**src/rtl/uart_ascii_rx.sv**
```systemverilog
// uart_ascii_rx: 8N1 UART receiver with 16x oversampling.
// Delivers each correctly framed byte as a one-clock ascii_ready strobe.
module uart_ascii_rx #(
  parameter int CLK_FREQ = 100000000,
  parameter int BAUD     = 9600
) (
  input  logic       clk,
  input  logic       reset,
  input  logic       rx,
  output logic [7:0] ascii,
  output logic       ascii_ready,
  output logic       framing_error,
  output logic       busy
);

  localparam int DIV   = CLK_FREQ / (BAUD * 16);
  localparam int DIV_W = (DIV > 1) ? $clog2(DIV) : 1;
  localparam logic [DIV_W-1:0] DIV_LAST = DIV_W'(DIV - 1);

  typedef enum logic [1:0] {
    IDLE,
    START,
    DATA,
    STOP
  } state_t;

  state_t           state;
  logic             rx_m;
  logic             rx_s;
  logic [DIV_W-1:0] div_cnt;
  logic             tick;
  logic [3:0]       tick_cnt;
  logic [2:0]       bit_idx;
  logic [7:0]       shift;
  logic             armed;

  always_ff @(posedge clk or negedge reset) begin
    if (!reset) begin
      rx_m <= 1'b1;
      rx_s <= 1'b1;
    end else begin
      rx_m <= rx;
      rx_s <= rx_m;
    end
  end

  // Free-running divider; frames never re-phase it.
  always_ff @(posedge clk or negedge reset) begin
    if (!reset) begin
      div_cnt <= '0;
      tick    <= 1'b0;
    end else if (div_cnt == DIV_LAST) begin
      div_cnt <= '0;
      tick    <= 1'b1;
    end else begin
      div_cnt <= div_cnt + 1'b1;
      tick    <= 1'b0;
    end
  end

  always_ff @(posedge clk or negedge reset) begin
    if (!reset) begin
      state         <= IDLE;
      armed         <= 1'b0;
      tick_cnt      <= '0;
      bit_idx       <= '0;
      shift         <= '0;
      ascii         <= 8'h00;
      ascii_ready   <= 1'b0;
      framing_error <= 1'b0;
    end else begin
      ascii_ready   <= 1'b0;
      framing_error <= 1'b0;
      if (tick) begin
        if (rx_s) armed <= 1'b1;
        unique case (state)
          IDLE: begin
            if (armed && !rx_s) begin
              tick_cnt <= '0;
              state    <= START;
            end
          end
          START: begin
            if (tick_cnt == 4'd7) begin
              tick_cnt <= '0;
              bit_idx  <= '0;
              state    <= rx_s ? IDLE : DATA;
            end else begin
              tick_cnt <= tick_cnt + 4'd1;
            end
          end
          DATA: begin
            if (tick_cnt == 4'd15) begin
              tick_cnt       <= '0;
              shift[bit_idx] <= rx_s;
              if (bit_idx == 3'd7) state <= STOP;
              else bit_idx <= bit_idx + 3'd1;
            end else begin
              tick_cnt <= tick_cnt + 4'd1;
            end
          end
          STOP: begin
            if (tick_cnt == 4'd15) begin
              tick_cnt <= '0;
              state    <= IDLE;
              if (rx_s) begin
                ascii       <= shift;
                ascii_ready <= 1'b1;
              end else begin
                framing_error <= 1'b1;
                armed         <= 1'b0;
              end
            end else begin
              tick_cnt <= tick_cnt + 4'd1;
            end
          end
          default: state <= IDLE;
        endcase
      end
    end
  end

  assign busy = (state != IDLE);

  a_excl: assert property (
    @(posedge clk) disable iff (!reset) !(ascii_ready && framing_error)
  );

endmodule

```
**config.mk**
```make
export PLATFORM = sky130hd
export DESIGN_NAME = uart_ascii_rx
export DESIGN_NICKNAME = d
export VERILOG_FILES = /design/src/rtl/uart_ascii_rx.sv
export SDC_FILE = /design/constraint.sdc
export NUM_CORES = 1
export LEC_CHECK = 0
export CORE_UTILIZATION = 57
export DETAILED_ROUTE_END_ITERATION = 16
export PLACE_DENSITY_LB_ADDON = 0.12
export SLEW_MARGIN = 10
export SYNTH_ARGS = -nofsm -noshare
export SYNTH_HDL_FRONTEND = slang
export SYNTH_SLANG_ARGS = --single-unit
```
**constraint.sdc**
```tcl
create_clock -name clk -period 2.04 [get_ports clk]
set_input_delay 0.408 -clock clk [delete_from_list [all_inputs] [get_ports clk]]
set_output_delay 0.408 -clock clk [all_outputs]
set_load 0.02 [all_outputs]
```
==> metrics list <==
- The flow ran to the end, and the final reports show no timing, DRC or antenna violations.
- For this design, the sink count on the clock tree is approximately 40.
- Post-synthesis sequential area ratio: roughly 52%
- Post-layout min period: 1.94 ns
- Critical path launch point: state[0]
* Leak: ~1.1 nW
- HPWL after detailed placement: around 2.4 mm
* Antenna violation net count after detailed routing: 0
- Post-placement setup slack: between 0.2 and 0.25 ns
- STA classifies the critical path endpoint as a primary output.
- Synthesis produced a netlist with a net count of approximately 170.
- Final TNS setup: 0 ns
- Vias per cell: between 5 and 6
- Post-CTS Setup Repair Bufs: 0
- Of all nets on the critical path, the largest fanout is 10.
- Worst slew margin: 67.6%
- After detailed routing, the number of remaining DRC violations is 0.
- The first global-routing pass estimated about 5.9 mm of wire.
- Setup repair after global routing missed its margin: false
- TritonCTS built the clock tree.
- Routability-driven placement finished with a final weighted congestion of between 0.8 and 0.9.
* Clock skew: ~0.016 ns
- Yosys mapped the design onto 46 distinct sky130hd cell types.
- Post-synth EDFFs: 0
- Clock insertion delay at the later pin of the skew report: 0.35 ns
* Yosys Warn Count: 0
- The routed layout has around 1300 vias.
* Max Cap Viol: 0
- Peak clock frequency supported by timing: between 500 and 600 MHz
- Proportion of synthesized flip-flops having asynchronous set or reset: 100%
- Pin slew with the least headroom to its limit: approximately 0.49 ns
* Mapped cell area: 0.00197 mm^2
- Die height: about 60 um
- Critical path startpoint category: flop
* Commonest cells after routing, fill and taps aside: 39 x dfrtp_1, 17 x mux2_2, 11 x clkdlybuf4s50_1
- Number of buffers on the longest clock path: 2
- The worst register-to-register path begins at bit_idx[0].
* Area delta synth->final: 13.1%
- The library cell used most frequently in the layout, excluding fill and tap cells, is dfrtp_1.
* H-tree depth: 2
* Placed cell areas: about 0.0021 mm^2
- For this run, the slowest stage of the critical path takes 0.50 ns.
- Dividing the synthesized area by the synthesized cell count gives 12.4 um^2.
- In this run, CTS created clock tree buffers numbering 5.
- Summed area of non-filler cells in the final layout: around 0.0022 mm^2
* Data arrival time of the critical path: ~1.5 ns
- Final layout net count: ~180
- Hold buffer count at CTS: 0
- Largest net degree at the start of global routing: 42
- Horizontal die dimension: ~60 um
* Post-layout worst setup margin: about 0.10 ns
* Category of the most critical setup path: flop to primary output
- The largest total area in the synthesized netlist belongs to dfrtp_1.
- Maximum resistive drop on vdd: roughly 500 uV
- CP max stage cell: dfrtp_1
- Antenna diode instance count: 0
- Util after Layout: approximately 70%
- Number of global-route vias before repair: between 1000 and 1500
* Share of the clock period used by the worst path after layout: between 90% and 100%
- Floorplan Core Area: 0.00318 mm^2
* Area share of the largest cell type after synthesis: slightly below 50%
- Number of gates resized after CTS: 1
* Initial antenna violation count: 0
* Root cell of the clock tree: clkbuf_4
* Detailed-router iteration count before antenna repair: 4
- Final count of hold timing violations: 0
- 1st-iter DRT viols: between 80 and 90
- Global routing used roughly 22% of the available tracks.
- Hold Crit Class: input pin to async pin
* Required time at the endpoint of the critical path: between 1.5 and 2 ns
* Grt ovf: 0
- Top Ports: 14
- Hold slack final: just over 0.09 ns
- Cell-by-cell trace of the critical path: or2_2 > dlygate4sd2_1
* WL/cell: ~16 um
- Counting the fill cells in the layout gives between 200 and 250.
- For this design the ratio of total power to cell area is between 600 and 700 mW/mm^2.
- Initial cell density of the core: around 62%
* Number of instances in the synthesized netlist: approximately 160
- Among all flip-flop cells after synthesis, the most frequent one is dfrtp_1.
* Site row count: 20
- The die covers about 0.0037 mm^2.
- Clock transition time at the flip-flop clock pins of the worst setup and hold paths: roughly 0.13 ns
- Total count of max-transition violations in the final report: 0
* WL final: 3.43 mm
* FF+latch count, synth: 41
* Setup violators final: 0
- Fraction of final layout cells sized beyond drive strength 1: a little under a quarter
* Quantity of I/O buffers inserted on ports: 13
* Ranking of synthesized cells by area: dfrtp_1 50%, mux2_2 9.7%, ha_1 3.2%
==> cell families after synthesis <==
group / share of synthesized area, %
AND/OR/NAND/NOR: 19.2
flip-flops: 52.2
multiplexers: 11.8
AO/OA/AOI/OAI: 6.92
buffers and inverters: 3.56
XOR/XNOR: 3.11
adder cells (fa/ha/maj): 3.17
==> stage by stage <==
stage | cells | total power [mW]
global route | 221 | 1.45
floorplan | 159 | 0.835
detailed placement | 213 | 0.856
finish | 221 | 1.39
global placement | 213 | 0.856
CTS | 221 | 1.40
==> routing by layer <==
metal  part of all wire, %  global-route usage (%)
met5                     0                       0
met2                    50                    38.0
met4                   1.1                    9.42
met3                   3.1                    4.48
met1                    46                    28.2
==> worst max-delay path: cells and delay by family (launching register included) <==
family	cells	cell delay, ns
flip-flops	1	0.50
buffers and inverters	1	0.33
AND/OR/NAND/NOR	1	0.36
==> registers in the layout, indices dropped and copies added, names as in the netlist, named ones only <==
| name | count |
|---|---|
| div_cnt | 10 |
| bit_idx | 3 |
| rx_s | 1 |
| ascii | 8 |
| rx_m | 1 |
| state | 1 |
| shift | 8 |
| ascii_ready | 1 |
| tick | 1 |
| tick_cnt | 4 |
| framing_error | 1 |
| armed | 1 |
==> area by class of cell <==
| cell class | instances | area [um^2] | share of cell area [%] |
|---|---|---|---|
| sequential | 41 | 1030 | 46.2 |
| tap | 44 | 55.1 | 2.47 |
| multi-input combinational | 104 | 872 | 39.1 |
| inverter | 6 | 22.5 | 1.01 |
| clock inverter | 2 | 37.5 | 1.68 |
| timing repair buffer | 18 | 161 | 7.24 |
| clock buffer | 6 | 51.3 | 2.30 |
==> cell usage after synthesis, drive strengths merged, types with 5 or more instances <==
cell / instances
xnor2: 6
ha: 5
nor2: 7
and3: 6
mux2: 18
dfrtp: 39
inv: 6
nand3: 6
nand4: 7
buf: 5
nor3: 5
==> where the power goes <==
group	leakage (nW)	internal (mW)	switching [mW]
sequential	0.552	0.816	0.00436
combinational	0.465	0.00373	0.0148
clock	0.0445	0.291	0.259
total	1.06	1.11	0.278
==> path summary, 6_finish.rpt <==
kind                              endpoint  slack [ns]  depth (start not counted)
worst max-delay path                  busy        0.10                          2
worst max register to register  bit_idx[1]        0.19                          5
min in group clk                      rx_s        0.37                          0
worst min-delay path                 armed        0.09                          2
worst min register to register        rx_s        0.37                          0
max in group asynchronous             rx_m        1.58                          2
No activity file was read; power rests on OpenSTA's default activity.
